<file path="src/rtl/spmmio_overlay_fill_arb_if.sv">
// Bus bundle for spmmio_overlay_fill_arb: CPU slave port, overlay master port and
// fill-engine register port. Bit 0 is the MSB on every vector.
interface spmmio_overlay_fill_arb_if;
    logic [0:12] c_adr;
    logic        c_cs;
    logic [0:3]  c_sel;
    logic        c_we;
    logic [0:31] c_d;
    logic [0:31] c_q;
    logic        c_ack;

    logic [0:12] o_adr;
    logic        o_cs;
    logic [0:3]  o_sel;
    logic        o_we;
    logic [0:31] o_d;
    logic [0:31] o_q;
    logic        o_ack;

    logic [0:1]  r_adr;
    logic        r_cs;
    logic        r_we;
    logic [0:3]  r_sel;
    logic [0:31] r_d;
    logic [0:31] r_q;
    logic        r_ack;

    // slave: the arbiter's view; master: the surrounding system's view.
    modport slave (
        input  c_adr, c_cs, c_sel, c_we, c_d,
        output c_q, c_ack,
        output o_adr, o_cs, o_sel, o_we, o_d,
        input  o_q, o_ack,
        input  r_adr, r_cs, r_we, r_sel, r_d,
        output r_q, r_ack
    );

    modport master (
        output c_adr, c_cs, c_sel, c_we, c_d,
        input  c_q, c_ack,
        input  o_adr, o_cs, o_sel, o_we, o_d,
        output o_q, o_ack,
        output r_adr, r_cs, r_we, r_sel, r_d,
        input  r_q, r_ack
    );
endinterface

</file>
<file path="src/rtl/spmmio_overlay_fill_arb.sv">
// Overlay bus arbiter sharing one master port between CPU accesses and a
// memory-fill engine that writes a constant pattern over a wrapping 4K-word range.
module spmmio_overlay_fill_arb #(
    parameter int fill_max_run = 1
) (
    input  logic                            clk,
    input  logic                            reset,
    spmmio_overlay_fill_arb_if.slave        bus,
    output logic                            irq
);
    localparam logic [1:0] ST_IDLE = 2'd0;
    localparam logic [1:0] ST_CPU  = 2'd1;
    localparam logic [1:0] ST_FILL = 2'd2;
    localparam logic [1:0] ST_RESP = 2'd3;

    localparam logic [3:0] RUN_LIMIT = 4'(fill_max_run);
    localparam logic [3:0] RUN_SAT   = 4'hF;

    logic [1:0]  state_q,     state_d;
    logic [12:0] o_adr_q,     o_adr_d;
    logic        o_cs_q,      o_cs_d;
    logic [3:0]  o_sel_q,     o_sel_d;
    logic        o_we_q,      o_we_d;
    logic [31:0] o_d_q,       o_d_d;
    logic [31:0] c_rdata_q,   c_rdata_d;
    logic [11:0] start_q,     start_d;
    logic [12:0] count_q,     count_d;
    logic [31:0] fill_q,      fill_d;
    logic        busy_q,      busy_d;
    logic        done_q,      done_d;
    logic        ie_q,        ie_d;
    logic [11:0] cur_addr_q,  cur_addr_d;
    logic [12:0] remaining_q, remaining_d;
    logic [3:0]  run_q,       run_d;
    logic        fill_live_q, fill_live_d;

    // Register port viewed little-endian: r_d_le[0] is CTRL bit31, r_be[0] is the low byte lane.
    logic [31:0] r_d_le;
    logic [3:0]  r_be;
    logic [31:0] r_mask;
    logic [31:0] rdata;
    logic        reg_wr, ctrl_wr, go_wr, abort_wr, done_clr, fill_pend;

    assign r_d_le   = bus.r_d;
    assign r_be     = bus.r_sel;
    assign r_mask   = {{8{r_be[3]}}, {8{r_be[2]}}, {8{r_be[1]}}, {8{r_be[0]}}};
    assign reg_wr   = bus.r_cs & bus.r_we;
    assign ctrl_wr  = reg_wr & (bus.r_adr == 2'd3) & r_be[0];
    assign go_wr    = ctrl_wr & r_d_le[0];
    assign abort_wr = ctrl_wr & r_d_le[1];
    assign done_clr = ctrl_wr & r_d_le[3];
    assign fill_pend = busy_q & ~abort_wr;

    always_comb begin
        rdata = '0;
        case (bus.r_adr)
            2'd0:    rdata = {20'b0, start_q};
            2'd1:    rdata = {19'b0, count_q};
            2'd2:    rdata = fill_q;
            default: rdata = {27'b0, ie_q, done_q, busy_q, 2'b00};
        endcase
    end

    assign bus.r_q   = rdata;
    assign bus.r_ack = bus.r_cs;
    assign bus.c_q   = c_rdata_q;
    assign bus.c_ack = (state_q == ST_RESP);
    assign bus.o_adr = o_adr_q;
    assign bus.o_cs  = o_cs_q;
    assign bus.o_sel = o_sel_q;
    assign bus.o_we  = o_we_q;
    assign bus.o_d   = o_d_q;
    assign irq       = done_q & ie_q;

    always_comb begin
        state_d     = state_q;
        o_adr_d     = o_adr_q;
        o_cs_d      = o_cs_q;
        o_sel_d     = o_sel_q;
        o_we_d      = o_we_q;
        o_d_d       = o_d_q;
        c_rdata_d   = c_rdata_q;
        start_d     = start_q;
        count_d     = count_q;
        fill_d      = fill_q;
        busy_d      = busy_q;
        done_d      = done_q;
        ie_d        = ie_q;
        cur_addr_d  = cur_addr_q;
        remaining_d = remaining_q;
        run_d       = run_q;
        fill_live_d = fill_live_q;

        if (reg_wr && !busy_q) begin
            case (bus.r_adr)
                2'd0:    start_d = (start_q & ~r_mask[11:0]) | (r_d_le[11:0] & r_mask[11:0]);
                2'd1:    count_d = (count_q & ~r_mask[12:0]) | (r_d_le[12:0] & r_mask[12:0]);
                2'd2:    fill_d  = (fill_q & ~r_mask) | (r_d_le & r_mask);
                default: ;
            endcase
        end
        if (ctrl_wr) ie_d = r_d_le[4];
        if (done_clr) done_d = 1'b0;

        // Abort drops the run at once; an in-flight fill still finishes on the bus
        // but fill_live_q stops it from touching the counters.
        if (abort_wr && busy_q) begin
            busy_d      = 1'b0;
            fill_live_d = 1'b0;
        end
        if (go_wr && !busy_q && !abort_wr) begin
            cur_addr_d  = start_q;
            remaining_d = count_q;
            if (count_q == 13'd0) begin
                done_d = 1'b1;
            end else begin
                busy_d = 1'b1;
                done_d = 1'b0;
            end
        end

        case (state_q)
            ST_IDLE: begin
                if (bus.c_cs && (!fill_pend || run_q >= RUN_LIMIT)) begin
                    state_d = ST_CPU;
                    o_cs_d  = 1'b1;
                    o_adr_d = bus.c_adr;
                    o_sel_d = bus.c_sel;
                    o_we_d  = bus.c_we;
                    o_d_d   = bus.c_d;
                    run_d   = 4'd0;
                end else if (fill_pend) begin
                    state_d     = ST_FILL;
                    o_cs_d      = 1'b1;
                    o_adr_d     = {1'b0, cur_addr_q};
                    o_sel_d     = 4'hF;
                    o_we_d      = 1'b1;
                    o_d_d       = fill_q;
                    fill_live_d = 1'b1;
                end
            end
            ST_CPU: begin
                if (bus.o_ack) begin
                    state_d   = ST_RESP;
                    o_cs_d    = 1'b0;
                    c_rdata_d = bus.o_q;
                end
            end
            ST_FILL: begin
                if (bus.o_ack) begin
                    state_d     = ST_IDLE;
                    o_cs_d      = 1'b0;
                    fill_live_d = 1'b0;
                    if (run_q != RUN_SAT) run_d = run_q + 4'd1;
                    if (fill_live_q && !abort_wr) begin
                        cur_addr_d  = cur_addr_q + 12'd1;
                        remaining_d = remaining_q - 13'd1;
                        if (remaining_q == 13'd1) begin
                            busy_d = 1'b0;
                            done_d = 1'b1;
                        end
                    end
                end
            end
            default: state_d = ST_IDLE;
        endcase
    end

    // NOTE: non-blocking assignments so every flop samples the pre-edge _d values.
    always_ff @(posedge clk) begin
        if (reset) begin
            state_q     <= ST_IDLE;
            o_adr_q     <= '0;
            o_cs_q      <= 1'b0;
            o_sel_q     <= '0;
            o_we_q      <= 1'b0;
            o_d_q       <= '0;
            c_rdata_q   <= '0;
            start_q     <= '0;
            count_q     <= '0;
            fill_q      <= '0;
            busy_q      <= 1'b0;
            done_q      <= 1'b0;
            ie_q        <= 1'b0;
            cur_addr_q  <= '0;
            remaining_q <= '0;
            run_q       <= '0;
            fill_live_q <= 1'b0;
        end else begin
            state_q     <= state_d;
            o_adr_q     <= o_adr_d;
            o_cs_q      <= o_cs_d;
            o_sel_q     <= o_sel_d;
            o_we_q      <= o_we_d;
            o_d_q       <= o_d_d;
            c_rdata_q   <= c_rdata_d;
            start_q     <= start_d;
            count_q     <= count_d;
            fill_q      <= fill_d;
            busy_q      <= busy_d;
            done_q      <= done_d;
            ie_q        <= ie_d;
            cur_addr_q  <= cur_addr_d;
            remaining_q <= remaining_d;
            run_q       <= run_d;
            fill_live_q <= fill_live_d;
        end
    end
endmodule

</file>
<file path="src/flat_wrapper.sv">
// flat-port wrapper written by rule: the top's interface ports become plain ports
module spmmio_overlay_fill_arb_flat 
#(
    parameter int fill_max_run = 1
)
  (clk, reset, irq, bus_c_adr, bus_c_cs, bus_c_sel, bus_c_we, bus_c_d, bus_c_q, bus_c_ack, bus_o_adr, bus_o_cs, bus_o_sel, bus_o_we, bus_o_d, bus_o_q, bus_o_ack, bus_r_adr, bus_r_cs, bus_r_we, bus_r_sel, bus_r_d, bus_r_q, bus_r_ack);
  spmmio_overlay_fill_arb_if bus_i ();
  input  logic clk;
  input  logic reset;
  output logic irq;
  input wire logic [$bits(bus_i.c_adr)-1:0] bus_c_adr;
  input wire logic [$bits(bus_i.c_cs)-1:0] bus_c_cs;
  input wire logic [$bits(bus_i.c_sel)-1:0] bus_c_sel;
  input wire logic [$bits(bus_i.c_we)-1:0] bus_c_we;
  input wire logic [$bits(bus_i.c_d)-1:0] bus_c_d;
  output wire logic [$bits(bus_i.c_q)-1:0] bus_c_q;
  output wire logic [$bits(bus_i.c_ack)-1:0] bus_c_ack;
  output wire logic [$bits(bus_i.o_adr)-1:0] bus_o_adr;
  output wire logic [$bits(bus_i.o_cs)-1:0] bus_o_cs;
  output wire logic [$bits(bus_i.o_sel)-1:0] bus_o_sel;
  output wire logic [$bits(bus_i.o_we)-1:0] bus_o_we;
  output wire logic [$bits(bus_i.o_d)-1:0] bus_o_d;
  input wire logic [$bits(bus_i.o_q)-1:0] bus_o_q;
  input wire logic [$bits(bus_i.o_ack)-1:0] bus_o_ack;
  input wire logic [$bits(bus_i.r_adr)-1:0] bus_r_adr;
  input wire logic [$bits(bus_i.r_cs)-1:0] bus_r_cs;
  input wire logic [$bits(bus_i.r_we)-1:0] bus_r_we;
  input wire logic [$bits(bus_i.r_sel)-1:0] bus_r_sel;
  input wire logic [$bits(bus_i.r_d)-1:0] bus_r_d;
  output wire logic [$bits(bus_i.r_q)-1:0] bus_r_q;
  output wire logic [$bits(bus_i.r_ack)-1:0] bus_r_ack;
  assign bus_i.c_adr = bus_c_adr;
  assign bus_i.c_cs = bus_c_cs;
  assign bus_i.c_sel = bus_c_sel;
  assign bus_i.c_we = bus_c_we;
  assign bus_i.c_d = bus_c_d;
  assign bus_c_q = bus_i.c_q;
  assign bus_c_ack = bus_i.c_ack;
  assign bus_o_adr = bus_i.o_adr;
  assign bus_o_cs = bus_i.o_cs;
  assign bus_o_sel = bus_i.o_sel;
  assign bus_o_we = bus_i.o_we;
  assign bus_o_d = bus_i.o_d;
  assign bus_i.o_q = bus_o_q;
  assign bus_i.o_ack = bus_o_ack;
  assign bus_i.r_adr = bus_r_adr;
  assign bus_i.r_cs = bus_r_cs;
  assign bus_i.r_we = bus_r_we;
  assign bus_i.r_sel = bus_r_sel;
  assign bus_i.r_d = bus_r_d;
  assign bus_r_q = bus_i.r_q;
  assign bus_r_ack = bus_i.r_ack;
  spmmio_overlay_fill_arb #(.fill_max_run(fill_max_run)) u_core (.clk(clk), .reset(reset), .bus(bus_i), .irq(irq));
endmodule
</file>
<file path="config.mk">
export PLATFORM = sky130hd
export DESIGN_NAME = spmmio_overlay_fill_arb_flat
export DESIGN_NICKNAME = d
export VERILOG_FILES = /design/src/rtl/spmmio_overlay_fill_arb_if.sv /design/src/rtl/spmmio_overlay_fill_arb.sv /design/src/flat_wrapper.sv
export SDC_FILE = /design/constraint.sdc
export NUM_CORES = 1
export LEC_CHECK = 0
export BUFFER_PORTS_ARGS = -buffer_cell sky130_fd_sc_hd__buf_2
export CAP_MARGIN = 25
export CORE_MARGIN = 2
export CORE_UTILIZATION = 30
export CTS_BUF_LIST = sky130_fd_sc_hd__clkbuf_16
export CTS_CLUSTER_DIAMETER = 200
export DETAILED_ROUTE_END_ITERATION = 6
export GPL_ROUTABILITY_DRIVEN = 0
export HOLD_SLACK_MARGIN = 0.06
export PLACE_DENSITY = 0.54
export SLEW_MARGIN = 5
export SYNTH_ARGS = -nofsm -noshare
export SYNTH_HDL_FRONTEND = slang
export SYNTH_SLANG_ARGS = --single-unit
</file>
<file path="constraint.sdc">
create_clock -name clk -period 2.25 [get_ports clk]
set_input_delay 0.45 -clock clk [delete_from_list [all_inputs] [get_ports clk]]
set_output_delay 0.45 -clock clk [all_outputs]
set_load 0.02 [all_outputs]
</file>
==> impl_results.md <==
- Fin cells: 1550
- Worst Clk Skew: approximately 9.5 ps
- Final WL: roughly 25000 µm
- CTS sink count: about 180
- Final instance area: 10200 µm²
- Setup violators final: 0
- R2R Setup Slk: around 110 ps
- Die area: 27400 µm²
- Startpoint types: register
- Initial DRC Count: 539
- Commonest non-fill, non-tap cells in the layout: buf_2, nand2_1, dfxtp_1, nor2_1, a21oi_1
- Post-synth ARST share: 0%
- Yosys reg bits: about 180
- YS warnings: 0
- Share of cells above drive strength 1: between 20 and 30%
- Initial antenna violation count: 2
- Post-DP HPWL: between 15000 and 20000 µm
- Vias in the first global route: ~7.1k
- Peak supply drop: 0.534 mV
- Register area share after synthesis: roughly 45%
- Worst hold-check path type: input pin to register
- Reg2reg path depth: 8
- CP max FO: 15
- Total CTS buffers: 17
- Hold path cells: 3
- Crit path to: u_core.bus.o_adr[5]
- Clock Path Buffers: 2
- Arr. time, crit path: 2490 ps
- Die width: between 150 and 200 µm
- Vias per Instance: about 5
- Starting Density: 30.3%
- Antenna diodes: 0
- CORE AREA: roughly 26000 µm²
- Die Y: approximately 170 µm
- Outcome: finished clean
- RSZ-0062 raised after global routing: false
- Setup total negative slack: 0 ps
- Synth cell types: 61
- Mapped Nets: between 1k and 1.5k
- Syn Inst Count: 971
- Top-area cell type share of the netlist area: between 40 and 50%
- Period utilization: 95.2%
- Setup Crit Path Kind: register to register
- Critical Path Start: u_core.run_q[1]
- Fmax: between 400 and 500 MHz
- Latest clock arrival within the worst-skew pair: ~430 ps
- Final antenna-violating net count: 0
- Hold Slack: between 200 and 300 ps
- Slew @ Worst Pin: roughly 530 ps
- GRT Util Overall: roughly 18%
- DR WL/cell: approximately 16 µm
- Multi-input logic area: about 4000 µm²
- Synth Area per Inst: roughly 8 µm²
- Vias: 7743
- Slew Viols, Final: 0
- EDFF count, synth: 0
- Slew HR: ~64%
- Residual DRC: 0
- PwrDens: around 900 nW/µm²
- FF-to-FF Start: u_core.run_q[1]
- Tmin final: 2140 ps
- # fillers: about 2.7k
- P_leak: roughly 0.0044 µW
- Most common cell after layout, fill and taps aside: buf_2
- Capturing point of the worst reg2reg path: u_core.bus.o_adr[5]
- Grt ovf: 0
- CTS tree: yes
- Drt first pass iters: 6
- Final hold violations: 0
- Placed cell area: roughly 9500 µm²
- Site Rows: just under 60
- Root Driver: clkbuf_16
- PortBufs: 243
- Layout area overhead: 30.5%
- Max Cap Violations: 0
- Nets@finish: around 1.3k
- Yosys top cell by area: dfxtp_1
- Sequential Area: ~3500 µm²
- Worst endpoint required time: 2590 ps
- First-pass GRT wire length: 38300 µm
- Crit. End Element: register
- Cell Count Post-Placement: between 1.5k and 2k
- Post-Syn Area: between 7000 and 8000 µm²
- Maximum number of pins on one net before global-route repair: 100
- Clk slew on worst S/H paths: around 70 ps
- Synth area leaders: dfxtp_1, nand2_1, a21oi_1
- Post-synth top flop: dfxtp_1
- Hold_buf cts: 0
- Ports: 244
- H-tree depth: 4
==> routing by layer <==
metal	track usage [%]	part of all wire [%]	vias up
met1	24.5	47	3628
met2	27.6	44	229
li1	-	-	3860
met3	4.90	7.5	22
met5	0	0.10	-
met4	4.15	1.0	4
==> power by group <==
part	total, µW	internal, µW	switching, µW	leakage, µW
Sequential	3670	3470	192	0.00142
Clock	3120	1770	1350	0.000301
Combinational	2370	847	1520	0.00264
==> what timing repair did <==
action | 4_1_cts | 5_1_grt
setup buffers | 0 | 4
gates resized for setup | 0 | 1
endpoints found under the setup margin | 0 | 32
==> layout make-up <==
| cell class | instances | share of cell area, % |
|---|---|---|
| inverters | 12 | 0.441 |
| repair buffers | 286 | 16.2 |
| clock buffers | 17 | 4.17 |
| multi-input cells | 710 | 39.0 |
| flip-flops and latches | 175 | 34.3 |
| well taps | 335 | 4.11 |
| clock inverters | 15 | 1.78 |
==> cell usage after synthesis, types with 2 or more instances <==
| library cell | instances |
|---|---|
| o21a_1 | 2 |
| inv_1 | 12 |
| clkbuf_1 | 52 |
| nor3_1 | 6 |
| nor2b_1 | 3 |
| a221oi_1 | 2 |
| or4_4 | 2 |
| dfxtp_1 | 175 |
| a21oi_1 | 95 |
| nor4_1 | 4 |
| o211ai_1 | 3 |
| buf_2 | 14 |
| and3_1 | 6 |
| and2_1 | 23 |
| mux4_2 | 3 |
| o311ai_0 | 4 |
| or2_2 | 3 |
| nand2_1 | 219 |
| o21ai_0 | 20 |
| ha_1 | 10 |
| a222oi_1 | 2 |
| a211oi_1 | 8 |
| nor2_1 | 98 |
| a31oi_1 | 5 |
| nand4_1 | 7 |
| nand3b_1 | 2 |
| a311oi_1 | 44 |
| mux2i_1 | 35 |
| or3_1 | 4 |
| buf_4 | 7 |
| xor2_1 | 2 |
| a2bb2oi_1 | 10 |
| nand2b_1 | 3 |
| a2111oi_0 | 2 |
| nand3_1 | 58 |
==> kinds of logic after synthesis <==
logic type	count (synthesis)	synth area share (%)
multiplexers	38	5.35
adder cells (fa/ha/maj)	10	1.60
AO/OA/AOI/OAI	212	18.0
XOR/XNOR	2	0.224
AND/OR/NAND/NOR	448	25.4
flip-flops	175	44.8
buffers and inverters	86	4.69
==> how the worst min path moves through the flow <==
stage	endpoint	start
5_1_grt	u_core.bus.c_q[27]	bus_o_q[4]
2_1_floorplan	register	register
3_3_place_gp	u_core.bus.c_q[18]	u_core.bus.c_q[18]
3_5_place_dp	u_core.bus.c_q[13]	u_core.bus.c_q[13]
4_1_cts	u_core.bus.c_q[23]	bus_o_q[8]
6_report	u_core.bus.c_q[20]	bus_o_q[11]
==> critical path: stages, from the launching register on <==
cell,delay (ps)
dfxtp_1,330
inv_1,80
ha_1,180
or4b_1,570
o21ai_4,230
buf_4,190
clkbuf_16,180
nand2_1,60
a311oi_1,250
==> stage by stage <==
stage	total power [µW]	utilization, %	setup slack [ps]
after CTS	9230	39.2	54.5
final	9150	39.5	108
after global routing	9660	39.5	1.74
after global placement	6090	36.9	119
after floorplan	5250	-	133
after detailed placement	6120	36.9	74.3
(Power assumes the default switching activity.)
